$ cat src/rtl/instr_fetch.sv
// instr_fetch: drives the program ROM address, assembles 1/2-byte instructions and hands them to the decoder.
module instr_fetch #(
  parameter int ADDR_WIDTH = 8,
  parameter int DATA_WIDTH = 8,
  parameter logic [ADDR_WIDTH-1:0] RESET_PC = '0
) (
  input  logic                  clk,
  input  logic                  reset,
  output logic [ADDR_WIDTH-1:0] rom_address,
  input  logic [DATA_WIDTH-1:0] rom_data,
  output logic                  instr_valid,
  input  logic                  instr_ready,
  output logic [DATA_WIDTH-1:0] instr_opcode,
  output logic [DATA_WIDTH-1:0] instr_imm,
  output logic [ADDR_WIDTH-1:0] instr_pc,
  input  logic                  redirect_valid,
  input  logic [ADDR_WIDTH-1:0] redirect_target
);
  typedef enum logic [1:0] {FETCH_OP, FETCH_IMM, HOLD} state_t;
  state_t state, state_n;
  logic [ADDR_WIDTH-1:0] pc, pc_n;
  logic valid_n, lat_op, lat_imm, two_byte;
  assign rom_address = pc;
  assign two_byte = rom_data[DATA_WIDTH-1 -: 2] == 2'b11;
  // Redirect overrides everything except reset; the byte on rom_data that cycle is dropped.
  always_comb begin
    state_n = state;
    pc_n = pc;
    valid_n = instr_valid;
    lat_op = 1'b0;
    lat_imm = 1'b0;
    if (redirect_valid) begin
      state_n = FETCH_OP;
      pc_n = redirect_target;
      valid_n = 1'b0;
    end else begin
      case (state)
        FETCH_OP: begin
          lat_op = 1'b1;
          pc_n = pc + ADDR_WIDTH'(1);
          state_n = two_byte ? FETCH_IMM : HOLD;
          valid_n = !two_byte;
        end
        FETCH_IMM: begin
          lat_imm = 1'b1;
          pc_n = pc + ADDR_WIDTH'(1);
          state_n = HOLD;
          valid_n = 1'b1;
        end
        HOLD: begin
          state_n = instr_ready ? FETCH_OP : HOLD;
          valid_n = !instr_ready;
        end
        default: state_n = FETCH_OP;
      endcase
    end
  end
  always_ff @(posedge clk) begin
    if (reset) begin
      state <= FETCH_OP;
      pc <= RESET_PC;
      instr_valid <= 1'b0;
      instr_opcode <= '0;
      instr_imm <= '0;
      instr_pc <= '0;
    end else begin
      state <= state_n;
      pc <= pc_n;
      instr_valid <= valid_n;
      if (lat_op) begin
        instr_opcode <= rom_data;
        instr_pc <= pc;
        if (!two_byte) instr_imm <= '0;
      end
      if (lat_imm) instr_imm <= rom_data;
    end
  end
endmodule

$ cat config.mk
export PLATFORM = sky130hd
export DESIGN_NAME = instr_fetch
export DESIGN_NICKNAME = d
export VERILOG_FILES = /design/src/rtl/instr_fetch.sv
export SDC_FILE = /design/constraint.sdc
export NUM_CORES = 1
export LEC_CHECK = 0
export BUFFER_PORTS_ARGS = -buffer_cell sky130_fd_sc_hd__buf_2
export CAP_MARGIN = 20
export CORE_MARGIN = 1
export CORE_UTILIZATION = 40
export CTS_BUF_LIST = sky130_fd_sc_hd__clkbuf_8
export DETAILED_ROUTE_END_ITERATION = 16
export PLACE_DENSITY = 0.76
export SYNTH_ARGS = -nofsm -noshare
export SYNTH_HDL_FRONTEND = slang
export SYNTH_SLANG_ARGS = --single-unit
$ cat constraint.sdc
create_clock -name clk -period 1.3 [get_ports clk]
set_input_delay 0.13 -clock clk [delete_from_list [all_inputs] [get_ports clk]]
set_output_delay 0.13 -clock clk [all_outputs]
set_load 0.05 [all_outputs]
---- After elaboration in Yosys (flattened, before gate mapping) ----
Index checks and enable logic that the tools add are counted.
operators by class
  eq/ne operators ......................... 4
  divide/modulo/power cells ............... 0
  reductions and logical operators ........ 9
  shift-type cells ........................ 0
  bitwise logic cells ..................... 0
  multiplexer cells ....................... 13
  add/subtract/negate cells ............... 1
  $mul .................................... 0
  order comparisons ....................... 0
operators by type and width
  operator               number
  $mux W8                5
  $add A8 B1 Y8 const B  1
  $pmux W2 S3            1
  $eq A2 B2 Y1 const B   2
  $mux W1                4
  $mux W2                2
  $reduce_bool A2 Y1     2
  $reduce_or A2 Y1       2
  $pmux W1 S3            1
  $reduce_bool A3 Y1     1
  $eq A2 B1 Y1 const B   1
  $logic_not A1 Y1       2
  $logic_not A2 Y1       1
  $ne A2 B2 Y1 const B   1
  $reduce_and A2 Y1      1
storage, ports and cells
  memories ................................ 0
  memory bits (read-only) ................. 0
  RAM bits ................................ 0
  input bits .............................. 20
  register bits ........................... 35
  output and inout port bits .............. 33
  bits in latches ......................... 0
  logic and storage cells ................. 33

---- Depth between registers and ports, before layout ----
  depth after elaboration ................. 5
  gate-level depth with buffers ........... 8
  mapped depth without buffers ............ 5

---- Worst setup path after synthesis ----
Ideal clock, no wire load.
  kind .................................... register to register
  from .................................... register pc[0], in the netlist rom_address[0]
  to ...................................... register pc[4], in the netlist rom_address[4]
  arrival ................................. 1.548 ns
  period minus slack after synthesis ...... 1.639 ns
  stages on the path, launching flop included .. 5
  buffers on the path ..................... 0
  data required time ...................... 1.209 ns
  setup slack ............................. -0.339 ns
  cell sequence ........................... dfxtp_1 -> ha_1 -> o21ai_2 -> or3_1 -> a311oi_1
between the ends
  cells in the longest elaborated chain, start to end .. 3
ends and longest elaborated chain
  what                    line    source
  from (decl)             21      logic [ADDR_WIDTH-1:0] pc, pc_n;
  from (signal assigned)  68      pc <= pc_n;
  $add A8 B1 Y8           40, 46
  $mux W8                 --
  $mux W8                 32      if (redirect_valid) begin
No other way between the ends. The select of a mux whose other input is x is not followed.
A chain may end at the register's enable or synchronous reset.

---- Worst setup path after layout ----
  from .................................... register state[0]
  to ...................................... register instr_imm[1]
between the ends
  cells in the longest elaborated chain, start to end .. 5
  elaborated cells between the ends (all ways) .. 10
ends and longest elaborated chain
  what                                                                 line  source
  from (decl)                                                          20    state_t state, state_n;
  from (signal assigned)                                               67    state <= state_n;
  $eq A2 B1 Y1 / $logic_not A2 Y1 (equally long branches)              37    case (state)
  $mux W1                                                              37
  $mux W1                                                              32
  $ne A2 B2 Y1 (no line) / $reduce_bool A2 Y1 (equally long branches)  --
  $reduce_and A2 Y1 (no line)                                          --
  to (signal assigned)                                                 75    if (lat_imm) instr_imm <= rom_data;
  to (decl)                                                            14    output logic [DATA_WIDTH-1:0] instr_imm,
Parallel ways exist; a longest one is shown, timed or not.

==> flow_metrics.py <==
metrics = {
    "clock_tree": {
        "cts_tree": "yes",
        "cts_buffer_depth": 2,
        "cts_buffers": 5,
        "htree_levels": 2,
        "cts_root_buf": "clkbuf_8",
        "clk_latency_ns": 0.28,
        "cts.clk_slew.worst_paths_ns": 0.07,
        "cts_sinks": 35,
        "cts_hold_buf": 0,
    },
    "placement": {
        "place_hpwl_mm": 2.66,
        "portBuffers": 52,
        "dp.cells": 276,
        "gp_congestion": 0.798,
        "dp_slack_ns": -0.100,
    },
    "sta": {
        "fmax_mhz": 731,
        "rsz0062_at_grt": "true",
        "setup_viol": 26,
        "setup_ws_ns": -0.0674,
        "finalCritPeriodShare_pct": 105,
        "slew_headroom_pct": 79.9,
        "tightest_slew_ns": 0.298,
        "clock-skew-final_ns": 0.00411,
        "hold_viol": 0,
        "drv_slew": 0,
        "min_period_ns": 1.37,
    },
    "global_routing": {
        "antenna_found_initial": 0,
        "grt_pass1_vias": 1358,
        "grt_overflow": 0,
        "grt_usage_pct": 20.5,
        "grt_first_pass_wirelength_mm": 6.29,
        "grt_max_degree": 18,
    },
    "floorplan": {
        "initial_utilization_pct": 43.3,
        "die_h_um": 63.2,
        "io_pins": 53,
        "core_area_sq_um": 3470,
        "die_w_um": 63.2,
        "dieArea_sq_um": 4000,
        "rows": 21,
    },
    "critical_path": {
        "r2r_slack_ns": -0.07,
        "worst-setup-path-type": "reg -> reg",
        "critPathLaunchType": "register",
        "worstPathArrival_ns": 1.54,
        "worstPathRequired_ns": 1.47,
        "cp_max_fo": 7,
        "cp-end-kind": "register",
    },
    "routing": {
        "viasPerCell": 5.16,
        "firstDrtPassIters": 4,
        "met1_length_mm": 1.73,
        "route.met3.wl_um": 238,
        "routed_wl_mm": 3.78,
        "top_layer_used": "met4",
        "vias": 1482,
        "met2_length_mm": 1.79,
        "drtIter0Drc": 103,
        "drtAntennaViolNets": 0,
        "drc": 0,
        "wl_per_cell_um": 13.2,
    },
    "logic_synthesis": {
        "ys_seq_area_share_pct": 46.7,
        "synth.area.top_cells": "dfxtp_1 (47%), nand2_1 (9.5%), a21oi_1 (5.7%), a32o_1 (5.3%), ha_1 (5.0%)",
        "yosysTopAreaCell": "dfxtp_1",
        "synth_seq_cells": 35,
        "syn_area_sq_um": 1500,
        "synth.distinct_cells": 35,
        "synth-warning-count": 0,
        "dominantRegCellSynth": "dfxtp_1",
        "syn-num-nets": 197,
        "async_flop_share_pct": 0,
        "synth_edf_count": 0,
        "synthTopCellsByCount": "nand2_1 (38), dfxtp_1 (35), a21oi_1 (17)",
        "synth_most_common_cell": "nand2_1",
        "synth.avg_cell_area_sq_um": 8.77,
        "syn_inst": 171,
        "synth_top_area_share_pct": 46.7,
    },
    "finish": {
        "final_cells": 287,
        "nets": 266,
        "drive_gt1_share_pct": 44.4,
        "n_fill_cell": 310,
        "area_growth_pct": 45.0,
        "antennaDiodeCount": 0,
    },
    "pwr": {
        "power_density_nw_per_um2": 1140,
        "total_power_mw": 2.47,
        "ir_worst_vdd_mv": 0.679,
        "p_leak_nw": 0.971,
    },
    "outcome": {
        "violations": "negative setup slack",
        "status": "finished, violations left",
    },
    "flow_run": {
        "maxCapViolations": 0,
    },
    "hold_path": {
        "hp-class": "in -> reg",
    },
}
==> layout by cell type, fill, tap and decap left out, types with 4 or more instances in the layout <==
cell      Yosys  final
ha_1          6      4
a21oi_1      17     17
dfxtp_2       0      4
buf_4         1     15
a32o_1        8      8
buf_2         5     52
dfxtp_1      35     27
inv_1         4      4
dfxtp_4       0      4
buf_6         0      6
nand2_1      38     38
nor2_1        7      6
clkbuf_8      0      5
==> stage by stage <==
step           util (%)  instance area [sq um]  hold slack [ns]  TNS (ns)
6_report           62.7                   2180           0.0742    -0.812
5_1_grt            62.7                   2180           0.0673     -2.96
4_1_cts            61.4                   2130           0.0706     -1.51
3_5_place_dp       56.9                   1970            0.363     -1.29
3_3_place_gp       56.9                   1970            0.361    -0.763
2_1_floorplan         -                   1580            0.252    -0.390
==> worst paths after layout <==
kind,from,end,cells past startpoint
worst min-delay path,rom_data[4],instr_imm[4],2
worst max register to register,state[0],instr_imm[1],6
worst min register to register,instr_opcode[2],instr_opcode[2],2
worst max-delay path,state[0],instr_imm[1],6
==> final cells by class <==
class                           count  area [sq um]  share of cell area [%]
Multi-Input combinational cell    119           832                    38.2
Clock inverter                      3          12.5                   0.575
Timing Repair Buffer               74           460                    21.2
Sequential cell                    35           721                    33.1
Tap cell                           46          57.6                    2.65
Clock buffer                        5          68.8                    3.16
Inverter                            5          23.8                    1.09
==> sequential cells by signal, summed over array words and instances, names as in the netlist <==
name / flops
instr_opcode: 8
state: 2
instr_pc: 8
rom_address: 8
instr_imm: 8
instr_valid: 1
==> power by group <==
part / internal (mW) / total, mW / switching, mW
clock: 0.360 / 0.729 / 0.369
sequential: 1.13 / 1.17 / 0.0429
combinational: 0.207 / 0.578 / 0.371
==> critical path: stages, from the launching register on <==
cell and delay (ns):
dfxtp_4 0.36, inv_4 0.06, ha_4 0.20, a21boi_4 0.23
o21ai_4 0.08, buf_6 0.12, a32o_1 0.21
==> per-layer routing <==
| metal | vias to the layer above | track usage (%) |
|---|---|---|
| met1 | 687 | 26.0 |
| li1 | 745 | - |
| met3 | 2 | 6.88 |
| met2 | 48 | 32.3 |
| met5 | - | 0 |
| met4 | 0 | 7.10 |
==> logic make-up after synthesis <==
kind of cell / count (synthesis) / share of synthesized area, %
compound gates: 44 / 20.9
buf+inv: 17 / 5.17
flops: 35 / 46.7
xor+xnor: 2 / 1.17
simple gates: 67 / 21.0
fa+ha+maj: 6 / 5.00
==> repair_timing <==
action	4_1_cts	5_1_grt
endpoints found under the setup margin	31	33
pin swaps	20	2
buffers inserted	2	0
resized for setup	15	10
gates cloned	0	1
Note: power is estimated with default switching activity, not from simulation.
